$ cat config.mk
export PLATFORM = sky130hd
export DESIGN_NAME = puf_response_ctrl
export DESIGN_NICKNAME = d
export VERILOG_FILES = /design/src/rtl/puf_pkg.sv /design/src/rtl/puf_sync2.sv /design/src/rtl/puf_response_ctrl.sv
export SDC_FILE = /design/constraint.sdc
export NUM_CORES = 1
export LEC_CHECK = 0
export ABC_AREA = 1
export BUFFER_PORTS_ARGS = -buffer_cell sky130_fd_sc_hd__buf_4
export CORE_MARGIN = 1
export CORE_UTILIZATION = 45
export DETAILED_ROUTE_END_ITERATION = 10
export PLACE_DENSITY = 0.78
export SYNTH_ARGS = -nofsm -noshare
export SYNTH_HDL_FRONTEND = slang
export SYNTH_SLANG_ARGS = --single-unit
$ cat constraint.sdc
create_clock -name clk -period 1.4 [get_ports clk]
set_input_delay 0.07 -clock clk [delete_from_list [all_inputs] [get_ports clk]]
set_output_delay 0.07 -clock clk [all_outputs]
set_load 0.005 [all_outputs]
$ cat src/rtl/puf_pkg.sv
// ----------------------------------------------------------------------------
// puf_pkg
// Shared types and constants for the arbiter-PUF response controller.
//   state_t        : controller FSM states
//   ZERO_SEED_SUB  : challenge loaded in place of an all-zero seed
//   lfsr_taps()    : feedback tap mask for a given switch-chain length
// ----------------------------------------------------------------------------
package puf_pkg;

   typedef enum logic [2:0] {
      IDLE   = 3'd0,
      LAUNCH = 3'd1,
      SETTLE = 3'd2,
      SAMPLE = 3'd3,
      NEXT   = 3'd4,
      DONE   = 3'd5
   } state_t;

   // All-zero is the LFSR lock-up state, so a zero seed is replaced by this.
   localparam int ZERO_SEED_SUB = 1;

   // Tap mask is returned at the widest supported length; callers keep the
   // low STAGES bits.
   function automatic logic [127:0] lfsr_taps(input int stages);
      logic [127:0] m;
      m = '0;
      case (stages)
         32: begin
            m[31] = 1'b1; m[21] = 1'b1; m[1]  = 1'b1; m[0]  = 1'b1;
         end
         64: begin
            m[63] = 1'b1; m[62] = 1'b1; m[60] = 1'b1; m[59] = 1'b1;
         end
         default: begin
            m[127] = 1'b1; m[125] = 1'b1; m[100] = 1'b1; m[98] = 1'b1;
         end
      endcase
      return m;
   endfunction

endpackage

$ cat src/rtl/puf_sync2.sv
// ----------------------------------------------------------------------------
// puf_sync2
// Two-flop synchroniser bringing the asynchronous arbiter output into clk.
//   clk : sampling clock
//   rst : synchronous active-high reset (clears both stages)
//   d   : asynchronous input
//   q   : synchronised output, two edges behind d
// ----------------------------------------------------------------------------
module puf_sync2 (
   input  logic clk,
   input  logic rst,
   input  logic d,
   output logic q
);

   logic meta;

   always_ff @(posedge clk) begin
      if (rst) begin
         meta <= 1'b0;
         q    <= 1'b0;
      end else begin
         meta <= d;
         q    <= meta;
      end
   end

endmodule

$ cat src/rtl/puf_response_ctrl.sv
// ----------------------------------------------------------------------------
// puf_response_ctrl
// Drives the challenge bus of an external arbiter-PUF switch chain, pulses
// launch once per evaluation, samples the arbiter after a settle window and
// majority-votes VOTES evaluations into each response bit. The seed is
// expanded by an LFSR into RESP_BITS challenges; the response word is
// returned over a valid/ready handshake.
//   clk, rst               : clock, synchronous active-high reset
//   seed_valid/seed_ready  : seed handshake, seed = first challenge
//   challenge              : registered switch-chain selects
//   launch                 : registered one-cycle pulse per evaluation
//   arb_in                 : asynchronous arbiter output
//   resp_valid/resp_ready  : response handshake, resp[i] = i-th challenge
//   busy                   : controller not idle
// ----------------------------------------------------------------------------
module puf_response_ctrl
   import puf_pkg::*;
#(
   parameter int STAGES        = 64,
   parameter int RESP_BITS     = 32,
   parameter int SETTLE_CYCLES = 8,
   parameter int VOTES         = 3
) (
   input  logic                 clk,
   input  logic                 rst,
   input  logic                 seed_valid,
   output logic                 seed_ready,
   input  logic [STAGES-1:0]    seed,
   output logic [STAGES-1:0]    challenge,
   output logic                 launch,
   input  logic                 arb_in,
   output logic                 resp_valid,
   input  logic                 resp_ready,
   output logic [RESP_BITS-1:0] resp,
   output logic                 busy
);

   localparam int BW = $clog2(RESP_BITS + 1);
   localparam logic [127:0]       TAPS_FULL = lfsr_taps(STAGES);
   localparam logic [STAGES-1:0]  TAPS      = TAPS_FULL[STAGES-1:0];

   state_t          state, next_state;
   logic [BW-1:0]   bit_cnt;
   logic [3:0]      vote_cnt;
   logic [3:0]      ones_cnt;
   logic [7:0]      settle_cnt;
   logic            arb_s;
   logic            fb;
   logic            seed_acc;
   logic            settle_last, vote_last, bit_last;
   logic            vote_bit;
   logic            launch_nxt, resp_valid_nxt;

   puf_sync2 u_sync (
      .clk (clk),
      .rst (rst),
      .d   (arb_in),
      .q   (arb_s)
   );

   assign settle_last = (settle_cnt == 8'(SETTLE_CYCLES - 1));
   assign vote_last   = (vote_cnt == 4'(VOTES - 1));
   assign bit_last    = (bit_cnt == BW'(RESP_BITS - 1));
   assign seed_acc    = seed_valid && seed_ready;
   assign fb          = ^(challenge & TAPS);
   // ones_cnt already holds the last vote when NEXT is reached.
   assign vote_bit    = (ones_cnt > 4'(VOTES / 2));

   // ---------------- state register ----------------
   always_ff @(posedge clk) begin
      if (rst) state <= IDLE;
      else     state <= next_state;
   end

   // ---------------- next-state logic ----------------
   always_comb begin
      next_state = state;
      case (state)
         IDLE:    if (seed_acc) next_state = LAUNCH;
         LAUNCH:  next_state = SETTLE;
         SETTLE:  if (settle_last) next_state = SAMPLE;
         SAMPLE:  next_state = vote_last ? NEXT : LAUNCH;
         NEXT:    next_state = bit_last ? DONE : LAUNCH;
         DONE:    if (resp_ready) next_state = IDLE;
         default: next_state = IDLE;
      endcase
   end

   // ---------------- output logic ----------------
   // launch and resp_valid are registered from the upcoming state so they
   // line up exactly with LAUNCH / DONE.
   always_comb begin
      seed_ready     = (state == IDLE) && !rst;
      busy           = (state != IDLE);
      launch_nxt     = (next_state == LAUNCH);
      resp_valid_nxt = (next_state == DONE);
   end

   // ---------------- datapath ----------------
   always_ff @(posedge clk) begin
      if (rst) begin
         challenge  <= '0;
         launch     <= 1'b0;
         resp_valid <= 1'b0;
         resp       <= '0;
         bit_cnt    <= '0;
         vote_cnt   <= '0;
         ones_cnt   <= '0;
         settle_cnt <= '0;
      end else begin
         launch     <= launch_nxt;
         resp_valid <= resp_valid_nxt;
         case (state)
            IDLE: begin
               if (seed_acc) begin
                  challenge <= (seed == '0) ? STAGES'(ZERO_SEED_SUB) : seed;
                  bit_cnt   <= '0;
                  vote_cnt  <= '0;
                  ones_cnt  <= '0;
               end
            end
            LAUNCH: settle_cnt <= '0;
            SETTLE: settle_cnt <= settle_cnt + 8'd1;
            SAMPLE: begin
               ones_cnt <= ones_cnt + {3'b000, arb_s};
               vote_cnt <= vote_cnt + 4'd1;
            end
            NEXT: begin
               // Decoded write avoids an index wider than resp needs.
               for (int i = 0; i < RESP_BITS; i++)
                  if (bit_cnt == BW'(i)) resp[i] <= vote_bit;
               challenge <= {challenge[STAGES-2:0], fb};
               vote_cnt  <= '0;
               ones_cnt  <= '0;
               bit_cnt   <= bit_cnt + BW'(1);
            end
            default: ;
         endcase
      end
   end

endmodule

## After elaboration in Yosys (flattened, before gate mapping)

Cells that the tools add are included.

- Output and inout port bits: 100
- Flip-flop bits (word level): 125
- Input bits: 69
- Logic and storage cells: 148

- Eq/ne operators: 41
- Order comparisons: 1
- $add $sub $neg: 4
- Mux-type cells: 15
- Reductions and logical operators: 45

Operators with widths:

| kind | count |
|---|---|
| $mux 64 | 2 |
| $pmux 64 s2 | 1 |
| $eq 6x5->1 const B | 16 |
| $reduce_and 2->1 | 34 |
| $logic_not 64->1 | 1 |
| $reduce_xor 64->1 | 1 |
| $eq 6x4->1 const B | 8 |
| $eq 6x3->1 const B | 4 |
| $pmux 4 s3 | 2 |
| $pmux 3 s6 | 1 |
| $pmux 8 s2 | 1 |
| $mux 3 | 5 |
| $eq 6x2->1 const B | 2 |
| $pmux 6 s2 | 1 |
| $eq 3x3->1 const B | 3 |
| $add 8x1->8 const B | 1 |
| $eq 8x3->1 const B | 1 |
| $add 6x1->6 const B | 1 |
| $eq 3x1->1 const B | 2 |
| $eq 3x2->1 const B | 2 |
| $eq 6x1->1 const B | 1 |
| $logic_not 6->1 | 1 |
| $mux 6 | 1 |
| $reduce_bool 3->1 | 2 |
| 10 further kinds | 12 |

## Longest topological paths before layout

Gate-level depths: netlist of the first run.

- Word-level depth: 6
- Depth in mapped cells: 9
- Gate-level depth less buffers: 9

## Modules after synthesis

From an unflattened synthesis of the first run, not the netlist that was laid out.

- Cell total of the unflattened synthesis: 781
- Area, all modules: 5607.9 um2

Modules (own cells, without submodules):

| module | times used | cells each | sequential area each (um2) | area an instance (um2) |
|---|---|---|---|---|
| puf_response_ctrl | 1 | 775 | 2462.4 | 5552.8 |
| puf_sync2 | 1 | 6 | 40.0 | 55.1 |

## Least setup slack after synthesis of the first run

Ideal clock, no wire load.

- Path kind: register to register
- From: register state[0]
- To: register challenge[60]
- Setup time: 146 ps
- Stages on the path, launching flop included: 9
- Buffers on the path: 2
- Period minus slack after synthesis: 1384 ps
- Data required time: 1254 ps
- Slack: 16 ps
- Arrival time: 1238 ps
- Cell sequence: dfxtp_1 > nor2_4 > nand4_4 > nand2_4 > clkinv_2 > buf_8 > buf_12 > nand2_2 > a31oi_2

- Longest elaborated chain between the ends: 5
- Elaborated cells between the ends (all ways): 8
- Those cells by class: eq/ne (2); mux (1); reduce/logical (5)

Ends and longest elaborated chain:

| element | RTL line | RTL |
|---|---|---|
| from (decl) | puf_response_ctrl.sv:42 | `state_t state, next_state;` |
| from (signal assigned) | puf_response_ctrl.sv:72 | `else state <= next_state;` |
| $logic_not 3->1 | puf_response_ctrl.sv:93, puf_response_ctrl.sv:113 |  |
| $logic_and 1x1->1 | puf_response_ctrl.sv:93 | `seed_ready = (state == IDLE) && !rst;` |
| $logic_and 1x1->1 | puf_response_ctrl.sv:64 | `assign seed_acc = seed_valid && seed_ready;` |
| $ne 2x2->1 (no line) | n/a |  |
| $reduce_and 2->1 (no line) | n/a |  |
| to (signal assigned) | puf_response_ctrl.sv:116 | `challenge <= (seed == '0) ? STAGES'(ZERO_SEED_SUB) : seed;` |
| to (signal assigned) | puf_response_ctrl.sv:132 | `challenge <= {challenge[STAGES-2:0], fb};` |
| to (decl) | puf_response_ctrl.sv:29 | `output logic [STAGES-1:0] challenge,` |

Parallel ways exist; a longest one is shown, timed or not.
A chain may end at the register's enable or synchronous reset.

## Worst setup path in the final report of the first run

- From: register bit_cnt[1]
- To: register resp[7]

- Longest elaborated chain between the ends: 2

Ends and longest elaborated chain:

| element | RTL line | RTL |
|---|---|---|
| from (decl) | puf_response_ctrl.sv:43 | `logic [BW-1:0] bit_cnt;` |
| from (signal assigned) | puf_response_ctrl.sv:135 | `bit_cnt <= bit_cnt + BW'(1);` |
| $eq 6x3->1 | puf_response_ctrl.sv:131 | `if (bit_cnt == BW'(i)) resp[i] <= vote_bit;` |
| $reduce_and 2->1 (no line) | n/a |  |
| to (signal, indexed assignment) | puf_response_ctrl.sv:131 |  |
| to (decl) | puf_response_ctrl.sv:34 | `output logic [RESP_BITS-1:0] resp,` |

No other way between the ends.

==> results.ini, run 1 <==
[synth]
yosys-top-cells-count = nand2_1 (220), dfxtp_1 (125), nor2_1 (78), a21oi_1 (52), a31oi_1 (46)
synth.most_common_cell = nand2_1
synth.top_cell.area_share_pct = 43.1
ys_top_cells_by_area = dfxtp_1 (43%), nand2_1 (14%), nor2_1 (5.0%), a31oi_1 (5.0%), a21oi_1 (4.5%)
synth_fp_nets = 858
ys_types = 38
synth-seq-area-share_pct = 43.1
synth_edf_count = 0
synth_ff_type = dfxtp_1
async_flop_share_pct = 0
yosys_warnings = 0
syn_area_sq_mm = 0.00581
ys_ff_latch = 125
synth.largest_area_cell = dfxtp_1
synth.avg_cell_area_sq_um = 7.45
syn-instance-count = 780

[hold_path]
hold_path_class = in2reg
min_from = resp_ready

[clock_tree]
ctsHtreeMaxLevel = 4
numCtsBuffers = 17
numClockSinks = 125
clkSlewWorstSetupHoldPaths_ns = 0.06
worst_skew_pair.late_latency_ns = 0.42
tritoncts = built
cts-root-buf = clkbuf_16
clockBufferDepth = 2

[layout]
final_core_util_pct = 73.7
num-fill-cells = 902
finalInstanceArea_sq_mm = 0.00931
finalNonFillerCells = 1224
drive_above_1_share_pct = 34.7
nets = 1119
diodes = 0
syn2layout_area_growth_pct = 60.2

[grt]
grt_max_degree = 113
track_usage_pct = 27.2
grt_pass1_vias = 6051
grt_overflow_total = 0
antenna_found_initial = 0
grt_pass1_wl_um = 28700

[die]
start_util_pct = 46.0
die_area_sq_mm = 0.0134
row_count = 41
coreArea_sq_mm = 0.0126
die-height_um = 116
pin_count = 169
fp.dieW_um = 116

[critical_path]
crit_arrival_ns = 1.73
critPathMaxFanout = 5
critPathCaptureType = flop
startpoint_type = flop
crit_required_ns = 1.68
crit_type = reg2reg
r2r-start = bit_cnt[1]
startpoint = bit_cnt[1]
reg2reg_slack_ns = -0.05

[timing]
setup_tns_ns = -0.357
relSlewSlack_pct = 62.0
grt_setup_unrepaired = true
timing_hold_violations_final = 0
tightest_slew_ns = 0.571
min_period_ns = 1.45
slew_viol_final = 0
setup_violations = 27
holdWs_ns = 0.0125
period_share_pct = 104
postLayoutSetupSlackWorst_ns = -0.0510
clock_skew_ns = 0.0115
max_freq_mhz = 689

[drt]
drt_first_pass_iters = 6
antenna_left = 0
viasPerCell = 5.42
drcViolationCount = 0
wirelength_um = 20500
wire_per_inst_um = 16.8
drtIter0Drc = 534
dr_total_vias = 6629

[status]
run_status = complete, but fails checks
violations = setup timing

[place]
dp_cells = 1108
place_area_sq_mm = 0.00737
gp_congestion = 0.808
hpwl_um = 10700
place_ws_ns = -0.0742
port-buffer-count = 168

[pwr]
ir_drop_v = 0.000640
power.density_mw_per_mm2 = 1020
leakage_nw = 3.64
power_mw = 9.46

[flow_run]
max_cap_viol_count = 0

logic make-up after synthesis:
logic type	share of synthesized area, %
flip-flops	43.1
AO/OA/AOI/OAI	18.0
XOR/XNOR	0.603
adder cells (fa/ha/maj)	1.94
buffers and inverters	7.30
AND/OR/NAND/NOR	29.1
final timing paths:
kind                 to  cells after the start
max             resp[7]                      7
min          resp_valid                      4
max reg2reg     resp[7]                      7
min reg2reg    u_sync.q                      2
worst max-delay path: stages (launching register included):
cell and delay [ns]:
dfxtp_4 0.38, ha_2 0.19, buf_4 0.11, nand2_1 0.09
nor2_2 0.19, inv_1 0.10, o21ai_1 0.16, a21oi_1 0.09
power breakdown:
group | switching, mW | leakage, nW | internal [mW]
sequential | 0.102 | 1.02 | 3.66
clock | 1.58 | 0.305 | 3.00
combinational | 0.505 | 2.31 | 0.605
per-layer routing:
layer  routed length, um  vias to the layer above  global-route usage (%)
met5                   0                        -                       0
met4                 703                        0                    13.3
met3                1630                       62                    7.58
met2               10300                      357                    45.5
met1                7930                     3074                    32.2
li1                    -                     3136                       -
flip-flops by register name (all words and copies together), names as in the netlist:
register,cells
challenge,64
resp,32
settle_cnt,8
bit_cnt,6
ones_cnt,4
vote_cnt,4
state,3
launch,1
resp_valid,1
u_sync.meta,1
u_sync.q,1
cells in the final DEF (no fill, tap or decap), types with 8 or more instances in the layout:
cell	n
nand2_1	210
buf_4	192
dfxtp_1	119
dlygate4sd3_1	64
nor2_1	62
a21oi_1	51
a31oi_1	46
inv_1	38
nand3_1	35
nand2_2	30
clkbuf_16	26
a31oi_2	19
o21ai_0	17
nor3_1	13
nor2_4	11
o21ai_2	10
buf_12	10
nor2_2	8
o21ai_1	8
repair_timing:
action                                  CTS  global route
resized for setup                        12           100
hold endpoints to repair                 64             0
endpoints found under the setup margin   27           109
pin swaps                                 2            17
cloned                                    1            12
buffers inserted                          1             8
hold buffers                             64             0
cell type report:
type	instances	area, sq um	area share (%)
multi-input cells	566	3120	33.5
repair buffers	283	2630	28.3
flip-flops and latches	125	2510	27.0
clock buffers	23	498	5.35
inverters	48	223	2.39
well taps	172	215	2.31
clock inverters	7	110	1.18
No activity file was read; power rests on OpenSTA's default activity.
==> run 2, diff against run 1 <==
--- a/config.mk
+++ b/config.mk
@@ -11,6 +11,8 @@
 export CORE_UTILIZATION = 45
 export DETAILED_ROUTE_END_ITERATION = 10
+export GPL_TIMING_DRIVEN = 0
 export PLACE_DENSITY = 0.78
 export SYNTH_ARGS = -nofsm -noshare
 export SYNTH_HDL_FRONTEND = slang
 export SYNTH_SLANG_ARGS = --single-unit
+export TNS_END_PERCENT = 1
==> constraint.sdc (replaced) <==
create_clock -name clk -period 1.4 [get_ports clk]
set_input_delay 0.28 -clock clk [delete_from_list [all_inputs] [get_ports clk]]
set_output_delay 0.28 -clock clk [all_outputs]
set_load 0.005 [all_outputs]
==> results.ini, run 2 (same netlist as run 1, synthesis figures left out) <==
[die]
die-height_um = 116  ; unchanged
fp.dieW_um = 116  ; unchanged
pin_count = 169  ; unchanged
die_area_sq_mm = 0.0134  ; unchanged
coreArea_sq_mm = 0.0126  ; unchanged
row_count = 41  ; unchanged
start_util_pct = 46.0  ; unchanged

[clock_tree]
numCtsBuffers = 17  ; unchanged
clockBufferDepth = 2  ; unchanged
postCtsHoldBufs = 0  ; -100%
tritoncts = built
cts-root-buf = clkbuf_16
worst_skew_pair.late_latency_ns = 0.41  ; about the same
numClockSinks = 125  ; unchanged
ctsHtreeMaxLevel = 4  ; unchanged
clkSlewWorstSetupHoldPaths_ns = 0.06  ; about the same

[status]
run_status = complete, but fails checks
violations = setup timing

[grt]
antenna_found_initial = 0  ; unchanged
grt_pass1_vias = 5614  ; -7.2%
grt_max_degree = 17  ; -85%
track_usage_pct = 26.1  ; -1.1 points
grt_pass1_wl_um = 27300  ; -4.7%
grt_overflow_total = 0  ; unchanged

[pwr]
power.density_mw_per_mm2 = 1140  ; +12%
leakage_nw = 3.19  ; -12%
ir_drop_v = 0.000777  ; +22%

[layout]
finalNonFillerCells = 1159  ; -5.3%
nets = 1053  ; -5.9%
largestRegisters = challenge x64, resp x32, settle_cnt x8
final_core_util_pct = 65.1  ; -8.6 points
finalInstanceArea_sq_mm = 0.00822  ; -12%
drive_above_1_share_pct = 33.0  ; -1.7 points
largest_reg_flops = 64  ; unchanged
top_register = challenge
diodes = 0  ; unchanged
layout_common_cells = nand2_1 (215), buf_4 (184), dfxtp_1 (120), nor2_1 (69), a31oi_1 (46)
layout_commonest_cell = nand2_1
syn2layout_area_growth_pct = 41.5

[drt]
wire_per_inst_um = 14.8  ; -12%
antenna_left = 0  ; unchanged
viasPerCell = 5.22  ; -3.6%
wirelength_um = 17100  ; -17%
drtIter0Drc = 388  ; -27%
drcViolationCount = 0  ; unchanged
dr_total_vias = 6048  ; -8.8%
drt_first_pass_iters = 5  ; -1

[place]
place_area_sq_mm = 0.00728  ; -1.3%
port-buffer-count = 167  ; -0.60%
dp_cells = 1119  ; +0.99%
hpwl_um = 12000  ; +13%
gp_congestion = 0.872  ; +8.0%

[timing]
slew_viol_final = 0  ; unchanged
relSlewSlack_pct = 52.8  ; -9.2 points
clock_skew_ns = 0.00715  ; -0.00439 ns
timing_hold_violations_final = 0  ; unchanged
period_share_pct = 113  ; +9.3 points
tightest_slew_ns = 0.708  ; +0.138 ns
holdWs_ns = 0.0695  ; +0.0570 ns
setup_violations = 84  ; +210%
min_period_ns = 1.58  ; +0.131 ns
grt_setup_unrepaired = true
max_freq_mhz = 632  ; -8.3%
postLayoutSetupSlackWorst_ns = -0.182  ; -0.131 ns

[critical_path]
crit_type = reg2reg
cp_slowest_cell = dfxtp_4
critPathCaptureType = flop
crit_buf_inv = 2  ; unchanged
cp_top_family = simple AND/OR/NAND/NOR gates
crit_required_ns = 1.67  ; about the same
crit_arrival_ns = 1.85  ; +0.12 ns
max_stage_delay_ns = 0.37  ; about the same
startpoint_type = flop
critPathMaxFanout = 10  ; +5
path_cells = nor2_4, nand2_4, inv_8, nand3_4, clkbuf_8, o21ai_1, a21oi_2

[hold_path]
hold_path_class = in2reg

[flow_run]
max_cap_viol_count = 0  ; unchanged

[run 2: cell count changes in the layout (fill, tap and decap cells not counted), moves of 7 or more]
cell,change
buf_12,-7
buf_4,-8
clkbuf_1,+12
clkbuf_16,-9
dlygate4sd3_1,-64
nor2_1,+7
o21ai_1,+10
o21ai_2,-8
[run 2: through the flow]
step / setup TNS [ns] / setup slack (ns) / power, mW
finish: -6.10 / -0.182 / 9.38
global route: -14.98 / -0.250 / 9.68
CTS: -4.27 / -0.141 / 9.41
detailed placement: -33.11 / -0.633 / 4.64
global placement: -29.50 / -0.603 / 4.64
floorplan: 0 / 0.00319 / 4.20
[run 2: per-layer routing]
metal,part of all wire [%],global-route usage [%]
met1,42,31.7
met2,49,44.5
met3,7.3,7.48
met4,1.5,8.89
met5,0,0
[run 2: path summary, 6_finish.rpt]
kind / cells after the start / startpoint / to / slack, ns
min reg2reg: 2 / u_sync.meta / u_sync.q / 0.42
min: 3 / arb_in / u_sync.meta / 0.07
max reg2reg: 7 / state[0] / resp[11] / -0.18
max: 7 / state[0] / resp[11] / -0.18
[run 2: layout make-up]
class	count	area, sq um
clock buffers	20	447
repair buffers	176	1320
flip-flops and latches	125	2520
well taps	172	215
clock inverters	11	190
multi-input cells	565	3000
inverters	48	203
plain buffers	42	329
fillers	1123	4400
[run 2: timing repair]
action / in CTS / in global routing
gates resized for setup: 57 / 46
setup endpoints to repair: 114 / 120
buffers inserted: 6 / 3
pin swaps: 6 / 17
[run 2: worst min-delay path, stage by stage]
cell and delay [ns]:
buf_4 0.08, inv_1 0.03, nor2_1 0.06
[run 2: where the power goes]
part	total [mW]	switching, mW	internal [mW]
registers	3.76	0.0998	3.66
logic	0.845	0.424	0.420
clock network	4.77	1.58	3.19
==> run 3, diff against run 2 <==
- ABC_AREA: 1 -> not set
- PLACE_DENSITY: 0.78 -> 0.79
==> results.ini, run 3 <==
[status]
run_status = complete, but fails checks
violations = setup timing

[synth]
async_flop_share_pct = 0  ; unchanged
synth_ff_type = dfxtp_1
yosys_warnings = 0  ; unchanged
ys_types = 46  ; +21%
synth-seq-area-share_pct = 47.4  ; +4.4 points
yosys-top-cells-count = dfxtp_1 (125), nor2_1 (87), a222oi_1 (63), nand2_1 (51)
ys_ff_latch = 125  ; unchanged
ys_top_cells_by_area = dfxtp_1 (47%), a222oi_1 (12%), nor2_1 (6.2%), nand2_1 (3.6%), nand3_1 (3.5%)
synth_edf_count = 0  ; unchanged
synth_fp_nets = 670  ; -22%
synth.top_cell.area_share_pct = 47.4  ; +4.4 points
synth.largest_area_cell = dfxtp_1
syn_area_sq_mm = 0.00528  ; -9.2%
syn-instance-count = 592  ; -24%
synth.most_common_cell = dfxtp_1
synth.avg_cell_area_sq_um = 8.91  ; +20%

[layout]
regArea_sq_mm = 0.00251  ; -0.50%
num-fill-cells = 938  ; -16%
largestRegisters = challenge x64, resp x32, settle_cnt x8
finalNonFillerCells = 936  ; -19%
nets = 858  ; -19%
multi_input_area_sq_mm = 0.00263  ; -12%
layout_commonest_cell = buf_4
drive_above_1_share_pct = 32.7  ; -0.37 points
layout_common_cells = buf_4 (173), dfxtp_1 (122), nor2_1 (85), a222oi_1 (63), nand2_1 (50)
diodes = 0  ; unchanged
top_register = challenge
finalInstanceArea_sq_mm = 0.00753  ; -8.4%
largest_reg_flops = 64  ; unchanged
syn2layout_area_growth_pct = 42.6

[die]
row_count = 39  ; -4.9%
start_util_pct = 46.2  ; +0.17 points
die-height_um = 110  ; -4.6%
coreArea_sq_mm = 0.0114  ; -9.5%
die_area_sq_mm = 0.0122  ; -9.0%
fp.dieW_um = 110  ; -4.6%
pin_count = 169  ; unchanged

[critical_path]
critPathMaxFanout = 5  ; -5
startpoint_type = flop
crit_arrival_ns = 2.13  ; +0.28 ns
crit_type = reg2reg
crit_required_ns = 1.68  ; about the same
critPathCaptureType = flop

[grt]
grt_max_degree = 17  ; unchanged
grt_overflow_total = 0  ; unchanged
antenna_found_initial = 0  ; unchanged
track_usage_pct = 27.3  ; +1.1 points
grt_pass1_wl_um = 25400  ; -7.0%
grt_pass1_vias = 5010  ; -11%

[drt]
viasPerCell = 6.06  ; +16%
dr_total_vias = 5674  ; -6.2%
drcViolationCount = 0  ; unchanged
drtIter0Drc = 721  ; +86%
drt_first_pass_iters = 8  ; +3
wirelength_um = 16900  ; -1.4%
wire_per_inst_um = 18.0  ; +22%
antenna_left = 0  ; unchanged

[timing]
relSlewSlack_pct = 59.8  ; +7.0 points
setup_tns_ns = -31.97  ; -25.87 ns
period_share_pct = 132  ; +19 points
tightest_slew_ns = 0.603  ; -0.106 ns
max_freq_mhz = 540  ; -15%
timing_hold_violations_final = 0  ; unchanged
slew_viol_final = 0  ; unchanged
postLayoutSetupSlackWorst_ns = -0.452  ; -0.270 ns
min_period_ns = 1.85  ; +0.270 ns
grt_setup_unrepaired = true
clock_skew_ns = 0.00864  ; +0.00149 ns
setup_violations = 120  ; +43%

[place]
place_area_sq_mm = 0.00672  ; -7.7%
port-buffer-count = 168  ; +0.60%
dp_cells = 903  ; -19%
hpwl_um = 12300  ; +2.0%
gp_congestion = 0.875  ; +0.31%
place_ws_ns = -0.822  ; -0.189 ns

[pwr]
power_mw = 9.04  ; -3.6%
leakage_nw = 3.18  ; -0.36%
ir_drop_v = 0.000830  ; +6.8%
power.density_mw_per_mm2 = 1200  ; +5.2%

[clock_tree]
numClockSinks = 125  ; unchanged
clockBufferDepth = 2  ; unchanged
postCtsHoldBufs = 0  ; unchanged
clkSlewWorstSetupHoldPaths_ns = 0.06  ; about the same
numCtsBuffers = 17  ; unchanged
cts-root-buf = clkbuf_16
tritoncts = built
worst_skew_pair.late_latency_ns = 0.42  ; about the same
ctsHtreeMaxLevel = 4  ; unchanged

[hold_path]
hold_path_class = in2reg

[flow_run]
max_cap_viol_count = 0  ; unchanged

[run 3: final timing paths]
kind,endpoint,from,cells after the start,slack [ns]
worst max-delay path,resp[4],state[1],6,-0.45
worst max register to register,resp[4],state[1],6,-0.45
worst min-delay path,u_sync.meta,arb_in,2,0.08
worst min register to register,resp[27],resp[27],2,0.46
[run 3: cell type report]
type	instances	area share, %
Clock buffer	19	5.89
Tap cell	143	2.38
Clock inverter	13	2.01
Multi-Input combinational cell	405	34.9
Buffer	54	4.22
Sequential cell	125	33.3
Timing Repair Buffer	170	17.0
Inverter	7	0.349
[run 3: per-layer routing]
metal	part of all wire, %	vias to the layer above	GRT usage (%)
met5	0	-	0
met2	49	326	44.9
met1	40	2704	34.0
met4	2.0	0	10.3
li1	-	2614	-
met3	8.9	30	7.23
[run 3: through the flow]
stage | hold slack (ns) | utilization (%)
6_report | 0.0831 | 65.9
5_1_grt | 0.0951 | 65.9
4_1_cts | 0.0823 | 65.6
3_5_place_dp | 0.453 | 58.8
3_3_place_gp | 0.447 | 58.8
2_1_floorplan | 0.408 | -
[run 3: logic make-up after synthesis]
| logic type | Yosys count | synth area share [%] |
|---|---|---|
| buf+inv | 62 | 4.77 |
| xor+xnor | 8 | 1.33 |
| compound gates | 133 | 19.8 |
| flops | 125 | 47.4 |
| fa+ha+maj | 9 | 2.13 |
| simple gates | 238 | 21.3 |
| mux | 17 | 3.22 |
[run 3: repair_timing]
action                                  CTS  global route
gates resized for setup                  65            12
pin swaps                                40            24
setup buffers                             2             0
endpoints found under the setup margin  122           124
[run 3: critical path: stages (launching register included)]
cell and delay (ns):
dfxtp_2 0.32, or3b_1 0.36, buf_6 0.14, or3_4 0.38, nor3b_4 0.28, nand2_1 0.11
mux2i_1 0.13
[run 3: power by group]
part	internal [mW]	switching [mW]
clock network	2.71	1.74
logic	0.421	0.413
registers	3.66	0.0959
